$ cat config.mk
export PLATFORM = sky130hd
export DESIGN_NAME = req_arbiter_8
export DESIGN_NICKNAME = d
export VERILOG_FILES = /design/src/rtl/req_arbiter_8.sv
export SDC_FILE = /design/constraint.sdc
export NUM_CORES = 1
export LEC_CHECK = 0
export BUFFER_PORTS_ARGS = -buffer_cell sky130_fd_sc_hd__buf_2
export CORE_MARGIN = 2
export CORE_UTILIZATION = 50
export CTS_CLUSTER_DIAMETER = 100
export DETAILED_ROUTE_END_ITERATION = 12
export GPL_TIMING_DRIVEN = 0
export PLACE_DENSITY = 0.68
export SLEW_MARGIN = 10
export SYNTH_ARGS = -nofsm -noshare
export SYNTH_HDL_FRONTEND = slang
export SYNTH_SLANG_ARGS = --single-unit
$ cat constraint.sdc
create_clock -name clk -period 3.75 [get_ports clk]
set_clock_uncertainty 0.15 [all_clocks]
set_input_delay 0 -clock clk [delete_from_list [all_inputs] [get_ports clk]]
set_output_delay 0 -clock clk [all_outputs]
set_load 0.05 [all_outputs]
$ cat src/rtl/req_arbiter_8.sv
// Eight-way request arbiter with fixed-priority or round-robin selection.
// The grant is registered and held while its owner keeps requesting; MAX_HOLD bounds the hold time.
module req_arbiter_8 #(
   parameter int unsigned MAX_HOLD = 16
) (
   input  logic       clk,
   input  logic       rst_n,
   input  logic [7:0] req,
   input  logic       rr_mode,
   output logic [7:0] grant,
   output logic [2:0] grant_id,
   output logic       grant_valid,
   output logic       hold_timeout
);

   typedef enum logic {IDLE, GRANT} state_t;

   localparam logic [7:0] HOLD_LIM = 8'(MAX_HOLD);
   localparam bit         HOLD_EN  = (MAX_HOLD != 0);

   state_t     state, state_nxt;
   logic [7:0] hold_cnt, hold_cnt_nxt;
   logic [2:0] last_id, last_id_nxt;
   logic [2:0] id_nxt;
   logic       valid_nxt, timeout_nxt;
   logic [7:0] grant_nxt, masked;

   // Round-robin search visits last+8 (== last) first and last+1 last, so the
   // lowest offset past the previous winner ends up overriding the rest.
   function automatic logic [2:0] pick(input logic [7:0] m, input logic rr,
                                       input logic [2:0] last);
      logic [2:0] win;
      logic [2:0] idx;
      win = '0;
      if (rr) begin
         for (int unsigned k = 8; k >= 1; k--) begin
            idx = last + 3'(k);
            if (m[idx]) win = idx;
         end
      end else begin
         for (int unsigned i = 0; i < 8; i++) begin
            if (m[i]) win = 3'(i);
         end
      end
      return win;
   endfunction

   always_comb begin
      state_nxt    = state;
      id_nxt       = grant_id;
      valid_nxt    = grant_valid;
      timeout_nxt  = 1'b0;
      hold_cnt_nxt = hold_cnt;
      last_id_nxt  = last_id;
      masked       = req & ~grant;
      case (state)
         IDLE: begin
            if (|req) begin
               id_nxt       = pick(req, rr_mode, last_id);
               valid_nxt    = 1'b1;
               hold_cnt_nxt = 8'd1;
               last_id_nxt  = id_nxt;
               state_nxt    = GRANT;
            end
         end
         GRANT: begin
            if (!req[grant_id]) begin
               if (|req) begin
                  id_nxt       = pick(req, rr_mode, last_id);
                  hold_cnt_nxt = 8'd1;
                  last_id_nxt  = id_nxt;
               end else begin
                  id_nxt       = '0;
                  valid_nxt    = 1'b0;
                  hold_cnt_nxt = '0;
                  state_nxt    = IDLE;
               end
            end else if (HOLD_EN && (hold_cnt == HOLD_LIM)) begin
               timeout_nxt = 1'b1;
               if (|masked) id_nxt = pick(masked, rr_mode, last_id);
               hold_cnt_nxt = 8'd1;
               last_id_nxt  = id_nxt;
            end else if (hold_cnt != '1) begin
               hold_cnt_nxt = hold_cnt + 8'd1;
            end
         end
         default: state_nxt = IDLE;
      endcase
      grant_nxt = valid_nxt ? (8'd1 << id_nxt) : '0;
   end

   always_ff @(posedge clk or negedge rst_n) begin
      if (!rst_n) begin
         state        <= IDLE;
         grant        <= '0;
         grant_id     <= '0;
         grant_valid  <= 1'b0;
         hold_timeout <= 1'b0;
         hold_cnt     <= '0;
         last_id      <= 3'd7;
      end else begin
         state        <= state_nxt;
         grant        <= grant_nxt;
         grant_id     <= id_nxt;
         grant_valid  <= valid_nxt;
         hold_timeout <= timeout_nxt;
         hold_cnt     <= hold_cnt_nxt;
         last_id      <= last_id_nxt;
      end
   end

endmodule

==> reports/qor.json, run 1 <==
{
  "yosys": {
    "synthTopCellsByArea": "dfrtp_1 18%, mux4_2 18%, mux2i_1 6.2%",
    "netlist_area_um2": 3050,
    "synth.avg_cell_area_um2": 9.44,
    "synthArstFlopShare": 1.00,
    "list_of_most_frequent_post_synthesis_cells": "29 x nand2_1, 24 x mux4_2, 22 x dfrtp_1",
    "synth_edf_count": 0,
    "yosys_register_bits": 25,
    "synth_cells": 323,
    "synthFlopType": "dfrtp_1",
    "synth.yosys.warnings": 0,
    "yosysTopAreaCell": "dfrtp_1",
    "synth_sequential_area_ratio": 0.206,
    "post-synth-top-area-fraction": 0.180,
    "syn-num-nets": 338,
    "synth.lib_cells_used.distinct": 75,
    "yosys.cell_count.top_type": "nand2_1"
  },
  "worst_setup_path": {
    "setup.worst_path.class": "reg2reg",
    "timing.critical_path.slowest_cell_delay_ns": 0.63,
    "critPathTopFamily": "compound AO/OA/AOI/OAI gates",
    "worst_path_max_delay_cell": "dfstp_2",
    "reg2reg_to": "grant[6]$_DFF_PN0_",
    "timing.critical_path.depth": 12,
    "crit_path_max_fanout": 9,
    "crit_path_frequent_cell": "buf_6",
    "worstSetupStartpointType": "flip-flop",
    "cp.arrival_ns": 3.59,
    "worstPathRequired_ns": 3.75,
    "timing.rr.start": "last_id[1]$_DFFE_PN1P_",
    "worst_path_cell_chain": "clkinvlp_4 > ha_4 > buf_6 > mux2i_1 > mux4_2 > a32o_2 > a211oi_2 > a211oi_1 > o211a_1 > a311o_1 > buf_6 > nor3b_1",
    "worstPathBufferInverterCount": 3,
    "r2r_cells": 12,
    "crit_path_end": "grant[6]$_DFF_PN0_",
    "endpoint_kind_of_the_worst_setup_timing_path": "flip-flop",
    "critPathLaunch": "last_id[1]$_DFFE_PN1P_",
    "rrSetupSlack_ns": 0.15
  },
  "cts": {
    "tritoncts": "built",
    "cts_inserted_buffers": 3,
    "cts.htree.levels": 1,
    "clock_tree.buffer_depth": 2,
    "cts_sinks": 25,
    "clk_transition_reported_paths_ns": 0.09,
    "clock-root-buffer": "clkbuf_8",
    "clk-insertion-delay-late_ns": 0.27
  },
  "detailed_routing": {
    "drt_drc_violations_left": 0,
    "drt_pre_antenna_iters": 5,
    "avgViaCountPerCell": 6.79,
    "via_count_of_the_routed_design": 2933,
    "drt.antenna.violating_nets": 0,
    "drt_wl_total_um": 8860,
    "routed_wire_length_per_instance_um": 20.5,
    "dr.first_iter.drc_count": 389
  },
  "sta": {
    "worst-slew-pin-transition_ns": 0.740,
    "timing.max_slew.rel_slack": 0.503,
    "setup_tns_ns": 0,
    "timing.final.max_slew_violations": 0,
    "max_freq_ghz": 0.278,
    "min_period_over_period": 0.959,
    "finalCriticalPeriod_ns": 3.60,
    "timing.final.setup_violations": 0,
    "finalWorstSetupSlack_ns": 0.152,
    "finalHoldViolations": 0
  },
  "grt": {
    "grt_util_all_layers": 0.272,
    "grt_remaining_overflow": 0,
    "grt_pass1_vias": 2616,
    "antenna_violations_before_repair": 0,
    "wire_length_of_the_first_global_routing_pass_um": 13900,
    "largest_net_degree_at_the_start_of_global_routing": 26
  },
  "placement": {
    "numPlacedInstances": 420,
    "dp_worst_setup_slack_ns": -0.247,
    "replace_congestion": 0.900,
    "placement.io_buffers": 22,
    "place.detailed.hpwl_um": 6760
  },
  "floorplan": {
    "placementRows": 28,
    "initial_core_util": 0.515,
    "chipWidth_um": 82.1,
    "io_pins": 24,
    "die_extent_in_y_um": 82.1,
    "design.die.area_um2": 6740,
    "placeableCoreArea_um2": 5920
  },
  "finish": {
    "layout-area-overhead-vs-synth_pct": 13.0,
    "layout-drive-gt1-share": 0.283,
    "final_nets": 373,
    "fin_util": 0.582,
    "n_antenna_cell": 0,
    "post_layout_nonfiller_instances": 432,
    "fillers": 520
  },
  "min_path": {
    "min-delay-path-class": "in2async"
  },
  "run": {
    "cap_violations": 0
  },
  "status": {
    "run_status": "finished, final reports clean"
  }
}
-- how the worst min path moves through the flow --
stage,slack [ns],to,cells after the start,start
after floorplan,-0.45,grant[0]$_DFF_PN0_,0,rst_n
after global placement,-0.14,hold_cnt[4]$_DFFE_PN0P_,1,rst_n
after detailed placement,-0.14,hold_cnt[4]$_DFFE_PN0P_,1,rst_n
after CTS,0.07,state$_DFF_PN0_,3,req[0]
after global routing,0.11,state$_DFF_PN0_,3,req[0]
final,0.09,hold_cnt[4]$_DFFE_PN0P_,2,rst_n
-- per-layer routing --
metal  wire length [um]  GRT usage
met1               3800      0.388
met2               4190      0.440
met3                654     0.0283
met4                218     0.0833
met5                  0          0
-- cell families after synthesis --
kind of cell	share of synthesized area
multiplexers	0.260
AND/OR/NAND/NOR	0.206
AO/OA/AOI/OAI	0.228
XOR/XNOR	0.0222
flip-flops	0.206
adder cells (fa/ha/maj)	0.0197
buffers and inverters	0.0574
-- cell type report --
type | instances | area (um2) | area share
clock inverters | 1 | 7.51 | 0.00218
clock buffers | 3 | 41.3 | 0.0120
inverters | 13 | 57.6 | 0.0167
well taps | 75 | 93.8 | 0.0272
flip-flops and latches | 25 | 629 | 0.183
plain buffers | 21 | 143 | 0.0414
multi-input cells | 264 | 2300 | 0.668
repair buffers | 30 | 173 | 0.0501
-- cell usage in the layout (no fill, tap or decap), types with 4 or more instances in the layout --
cell	instances
buf_2	32
nand2_1	29
mux4_2	24
dfrtp_1	22
mux2i_1	19
o21ai_0	18
nor2_1	14
a21oi_1	12
nand2b_1	12
inv_1	9
o211ai_1	8
and2_1	8
and2b_1	7
nand3_1	7
buf_4	7
nor2b_1	6
a31oi_1	6
clkbuf_1	5
o221ai_1	4
a22o_1	4
a21o_1	4
-- worst reg2reg max path, stage by stage (launching register included) --
cell and delay [ns]:
dfstp_2 0.63, clkinvlp_4 0.16, ha_4 0.29, buf_6 0.13, mux2i_1 0.11, mux4_2 0.50
a32o_2 0.31, a211oi_2 0.21, a211oi_1 0.08, o211a_1 0.28, a311o_1 0.34, buf_6 0.15
nor3b_1 0.14
-- flip-flops by register name, summed over array words and instances (netlist names) --
signal	cells
grant	8
hold_cnt	8
grant_id	3
last_id	3
grant_valid	1
hold_timeout	1
state	1
-- metrics by stage --
stage / hold slack, ns / instance area (um2)
2_1_floorplan: -0.446 / 3050
3_3_place_gp: -0.139 / 3250
3_5_place_dp: -0.142 / 3250
4_1_cts: 0.0669 / 3330
5_1_grt: 0.109 / 3450
6_report: 0.0890 / 3450
-- what timing repair did --
action                                  in CTS  in global routing
pin swaps                                    1                  2
hold buffers                                 1                  0
endpoints found under the setup margin       8                  8
gates resized for setup                      4                 13
hold endpoints to repair                    25                  0
buffers inserted                             1                  6
Power of run 1 is left out: the tool's default activity adds up to more than one toggle a clock period on the data nets, which glitch-free logic cannot reach.
==> run 2: changes to the inputs <==
CORE_UTILIZATION = 56   (was 50)
PLACE_DENSITY = 0.78   (was 0.68)
clock period = 3 ns   (was 3.75 ns; I/O delays follow)
==> run 2 against run 1 <==
- wire length rose by 8.7%
- die area shrank 10%
- design area increased by 4.0%
- register-to-register slack got worse by 0.64 ns
- maximum frequency is 3.1% higher
- the run now ends with setup timing left
- via count up 7.4%
- non-clock buffer count is 14 higher
- critical path type unchanged
- critical path depth down 1
- first-iteration DRC count is 9.8% lower
- utilization increased by 11 points
==> reports/qor.json, run 2 (same netlist as run 1, synthesis figures left out) <==
{
  "grt": {
    "wire_length_of_the_first_global_routing_pass_um": 15600,
    "grt_remaining_overflow": 0,
    "grt_pass1_vias": 2921,
    "largest_net_degree_at_the_start_of_global_routing": 26,
    "grt_util_all_layers": 0.327,
    "antenna_violations_before_repair": 0
  },
  "finish": {
    "layout.cells.most_common": "buf_2",
    "post_layout_nonfiller_instances": 442,
    "layout-drive-gt1-share": 0.320,
    "layout_common_cells": "33 x buf_2, 29 x nand2_1, 24 x mux4_2",
    "finish.instance_area_um2": 3580,
    "layout-area-overhead-vs-synth_pct": 17.4,
    "reg_top3": "grant x8, hold_cnt x8",
    "final_nets": 388,
    "n_antenna_cell": 0
  },
  "worst_setup_path": {
    "endpoint_kind_of_the_worst_setup_timing_path": "flip-flop",
    "worstPathRequired_ns": 3.04,
    "setup.worst_path.class": "reg2reg",
    "crit_path_max_fanout": 7,
    "worstSetupStartpointType": "flip-flop",
    "cp.arrival_ns": 3.53
  },
  "detailed_routing": {
    "via_count_of_the_routed_design": 3150,
    "drt_pre_antenna_iters": 5,
    "drt.antenna.violating_nets": 0,
    "dr.first_iter.drc_count": 351,
    "avgViaCountPerCell": 7.13,
    "drt_wl_total_um": 9630,
    "routed_wire_length_per_instance_um": 21.8,
    "drt_drc_violations_left": 0
  },
  "sta": {
    "hold-worst-slack_ns": 0.0899,
    "max_freq_ghz": 0.287,
    "finalCriticalPeriod_ns": 3.49,
    "min_period_over_period": 1.16,
    "timing.max_slew.rel_slack": 0.482,
    "unrepaired_setup_endpoints_after_global_routing": "yes",
    "timing.final.setup_violations": 13,
    "finalWorstSetupSlack_ns": -0.490,
    "finalHoldViolations": 0,
    "worst-slew-pin-transition_ns": 0.771,
    "setup_tns_ns": -4.98,
    "timing.final.max_slew_violations": 0
  },
  "cts": {
    "clk_transition_reported_paths_ns": 0.08,
    "cts_inserted_buffers": 3,
    "cts.htree.levels": 1,
    "tritoncts": "built",
    "cts_sinks": 25,
    "clock-root-buffer": "clkbuf_8",
    "clk-insertion-delay-late_ns": 0.27,
    "clock_tree.buffer_depth": 2
  },
  "status": {
    "failing_checks": "setup timing",
    "run_status": "finished with violations"
  },
  "floorplan": {
    "chipWidth_um": 77.8,
    "io_pins": 24,
    "placementRows": 26,
    "placeableCoreArea_um2": 5170,
    "design.die.area_um2": 6050,
    "initial_core_util": 0.590,
    "die_extent_in_y_um": 77.8
  },
  "run": {
    "cap_violations": 0
  },
  "placement": {
    "replace_congestion": 0.982,
    "numPlacedInstances": 415,
    "dpl-instance-area_um2": 3280,
    "placement.io_buffers": 22,
    "place.detailed.hpwl_um": 6630
  },
  "min_path": {
    "min-delay-path-class": "in2async"
  }
}
[run 2: changes by cell type in the layout (fill, tap and decap cells not counted), moves of 2 or more]
| cell | delta |
|---|---|
| mux2i_1 | -2 |
| inv_4 | -2 |
| buf_4 | +14 |
| mux2i_2 | +2 |
[run 2: repair_timing]
item,CTS,global route
hold buffers,1,0
cloned,2,0
setup endpoints to repair,14,13
setup buffers,20,1
gates resized for setup,20,2
pin swaps,8,2
endpoints found under the hold margin,25,0
[run 2: per-stage QoR]
| step | setup slack, ns | utilization |
|---|---|---|
| after floorplan | -0.364 | - |
| after global placement | -0.813 | 0.633 |
| after detailed placement | -0.854 | 0.633 |
| after CTS | -0.417 | 0.689 |
| after global routing | -0.585 | 0.693 |
| final | -0.490 | 0.693 |
[run 2: worst paths after layout]
check,slack [ns],start,end,cells past startpoint
worst min register to register,0.40,hold_cnt[5]$_DFFE_PN0P_,hold_cnt[5]$_DFFE_PN0P_,1
worst max register to register,-0.49,last_id[1]$_DFFE_PN1P_,grant[5]$_DFF_PN0_,11
worst min-delay path,0.09,rst_n,hold_cnt[5]$_DFFE_PN0P_,2
worst max-delay path,-0.49,last_id[1]$_DFFE_PN1P_,grant[5]$_DFF_PN0_,11
min in group clk,0.10,req[0],state$_DFF_PN0_,3
max in group asynchronous,2.24,rst_n,last_id[2]$_DFFE_PN1P_,2
[run 2: layout make-up]
cell class	count	area, um2
Clock buffer	4	45.0
Tap cell	70	87.6
Inverter	13	73.8
Timing Repair Buffer	45	283
Buffer	20	133
Multi-Input combinational cell	265	2330
Sequential cell	25	629
Fill cell	415	1590
[run 2: routing by layer]
metal,vias to the layer above,global-route usage,share of wire
met2,238,0.541,0.48
met1,1508,0.437,0.38
li1,1370,-,-
met3,34,0.0698,0.11
met4,0,0.0875,0.027
met5,-,0,0
[run 2: worst max-delay path, cell delays in order (launching register included)]
cell and delay, ns:
dfstp_2 0.57, clkinvlp_4 0.14, ha_4 0.36, mux2i_1 0.12, mux4_2 0.49, a32o_1 0.32
a211oi_2 0.23, a211oi_1 0.09, o211a_1 0.30, a311o_1 0.32, buf_2 0.16, nor3b_2 0.16
Power of run 2 is left out for the same reason.
==> run 3: changes to the inputs <==
GPL_TIMING_DRIVEN = default   (was 0)
==> run 3 against run 2 <==
- the run still ends with setup timing left
- wire length grew 4.8%
- worst setup slack gained 0.17 ns
- sequential cell count is the same
- sequential share of layout area shrank 1.1 points
- design area grew 6.8%
- maximum frequency grew 5.0%
- non-clock buffer count grew 23
- global-route usage grew 2.0 points
- first-iteration DRC count grew 17%
- highest routed layer unchanged
==> reports/qor.json, run 3 (same netlist as run 1, synthesis figures left out) <==
{
  "status": {
    "run_status": "finished with violations",
    "failing_checks": "setup timing"
  },
  "worst_setup_path": {
    "cp.arrival_ns": 3.32,
    "worst_path_max_delay_cell": "dfstp_2",
    "crit_path_max_fanout": 7,
    "setup.worst_path.class": "reg2reg",
    "worst_path_cell_chain": "inv_8 > ha_4 > mux2i_1 > mux4_2 > a32o_1 > a211oi_1 > a211oi_1 > o211a_4 > a311o_2 > nor3b_2",
    "timing.critical_path.slowest_cell_delay_ns": 0.59,
    "r2r_cells": 10,
    "crit_path_frequent_cell": "a211oi_1",
    "rrSetupSlack_ns": -0.32,
    "endpoint_kind_of_the_worst_setup_timing_path": "flip-flop",
    "worstPathRequired_ns": 3.00,
    "worstSetupStartpointType": "flip-flop"
  },
  "cts": {
    "clock-root-buffer": "clkbuf_8",
    "tritoncts": "built",
    "clk-insertion-delay-late_ns": 0.27,
    "clock_tree.buffer_depth": 2,
    "cts.htree.levels": 1,
    "clk_transition_reported_paths_ns": 0.08,
    "cts_inserted_buffers": 3,
    "cts_sinks": 25
  },
  "grt": {
    "grt_remaining_overflow": 0,
    "grt_util_all_layers": 0.347,
    "grt_pass1_vias": 3178,
    "largest_net_degree_at_the_start_of_global_routing": 26,
    "wire_length_of_the_first_global_routing_pass_um": 16400,
    "antenna_violations_before_repair": 0
  },
  "finish": {
    "layout-area-overhead-vs-synth_pct": 25.4,
    "reg_top3": "grant x8, hold_cnt x8",
    "final_nets": 412,
    "layout_common_cells": "60 x buf_4, 29 x nand2_1, 24 x mux4_2",
    "layout.cells.most_common": "buf_4",
    "fillers": 371,
    "layout-drive-gt1-share": 0.379,
    "n_antenna_cell": 0
  },
  "sta": {
    "unrepaired_setup_endpoints_after_global_routing": "yes",
    "timing.max_slew.rel_slack": 0.590,
    "timing.final.setup_violations": 12,
    "timing.final.max_slew_violations": 0,
    "finalCriticalPeriod_ns": 3.32,
    "min_period_over_period": 1.11,
    "finalHoldViolations": 0,
    "worst-slew-pin-transition_ns": 0.608,
    "finalWorstSetupSlack_ns": -0.324,
    "max_freq_ghz": 0.301
  },
  "placement": {
    "dp_worst_setup_slack_ns": -0.387,
    "replace_congestion": 1.12,
    "place.detailed.hpwl_um": 7520,
    "placement.io_buffers": 23
  },
  "detailed_routing": {
    "drt_wl_total_um": 10100,
    "drt_drc_violations_left": 0,
    "avgViaCountPerCell": 6.98,
    "via_count_of_the_routed_design": 3254,
    "drt.antenna.violating_nets": 0,
    "dr.first_iter.drc_count": 412,
    "routed_wire_length_per_instance_um": 21.7,
    "drt_pre_antenna_iters": 5
  },
  "floorplan": {
    "chipWidth_um": 77.8,
    "placementRows": 26,
    "initial_core_util": 0.590,
    "io_pins": 24,
    "design.die.area_um2": 6050,
    "die_extent_in_y_um": 77.8,
    "placeableCoreArea_um2": 5170
  },
  "min_path": {
    "min-delay-path-class": "in2async"
  },
  "run": {
    "cap_violations": 0
  }
}
## run 3: final timing paths
path / start / to
worst min register to register: hold_cnt[5]$_DFFE_PN0P_ / hold_cnt[5]$_DFFE_PN0P_
worst min-delay path: rst_n / hold_cnt[3]$_DFFE_PN0P_
max in group asynchronous: rst_n / last_id[0]$_DFFE_PN1P_
worst max-delay path: last_id[0]$_DFFE_PN1P_ / grant[2]$_DFF_PN0_
min in group clk: req[0] / state$_DFF_PN0_
worst max register to register: last_id[0]$_DFFE_PN1P_ / grant[2]$_DFF_PN0_
## run 3: per-layer routing
| layer | up-vias | global-route usage | share of wire |
|---|---|---|---|
| li1 | 1417 | - | - |
| met1 | 1545 | 0.454 | 0.39 |
| met2 | 236 | 0.575 | 0.47 |
| met3 | 56 | 0.0372 | 0.087 |
| met4 | 0 | 0.166 | 0.052 |
| met5 | - | 0 | 0 |
## run 3: per-stage QoR
step | cells | util | hold slack, ns | TNS [ns] | instance area [um2]
2_1_floorplan | 323 | - | -0.446 | -2.88 | 3080
3_3_place_gp | 455 | 0.696 | -0.150 | -2.77 | 3600
3_5_place_dp | 455 | 0.696 | -0.143 | -3.25 | 3600
4_1_cts | 466 | 0.732 | 0.0986 | -2.59 | 3780
5_1_grt | 466 | 0.739 | 0.138 | -4.13 | 3820
6_report | 466 | 0.739 | 0.0907 | -2.75 | 3820
## run 3: repair_timing
| item | CTS | global route |
|---|---|---|
| pin swaps | 12 | 8 |
| hold buffers | 1 | 0 |
| setup buffers | 4 | 0 |
| cloned | 2 | 0 |
| resized for setup | 15 | 10 |
| endpoints found under the setup margin | 12 | 13 |
| hold endpoints to repair | 25 | 0 |
## run 3: cell type report
cell class                 instances  area (um2)  area share
timing repair buffer              88         621       0.162
inverter                          13        56.3      0.0147
clock buffer                       4        45.0      0.0118
sequential                        25         629       0.165
tap                               70        87.6      0.0229
multi-input combinational        266        2390       0.624
## run 3: critical path, delay by kind of cell, from the launching register on
| kind | cells | cell delay [ns] |
|---|---|---|
| flops | 1 | 0.59 |
| fa+ha+maj | 1 | 0.32 |
| simple gates | 1 | 0.17 |
| buf+inv | 1 | 0.04 |
| mux | 2 | 0.58 |
| compound gates | 5 | 1.36 |
Power of run 3 is left out for the same reason.
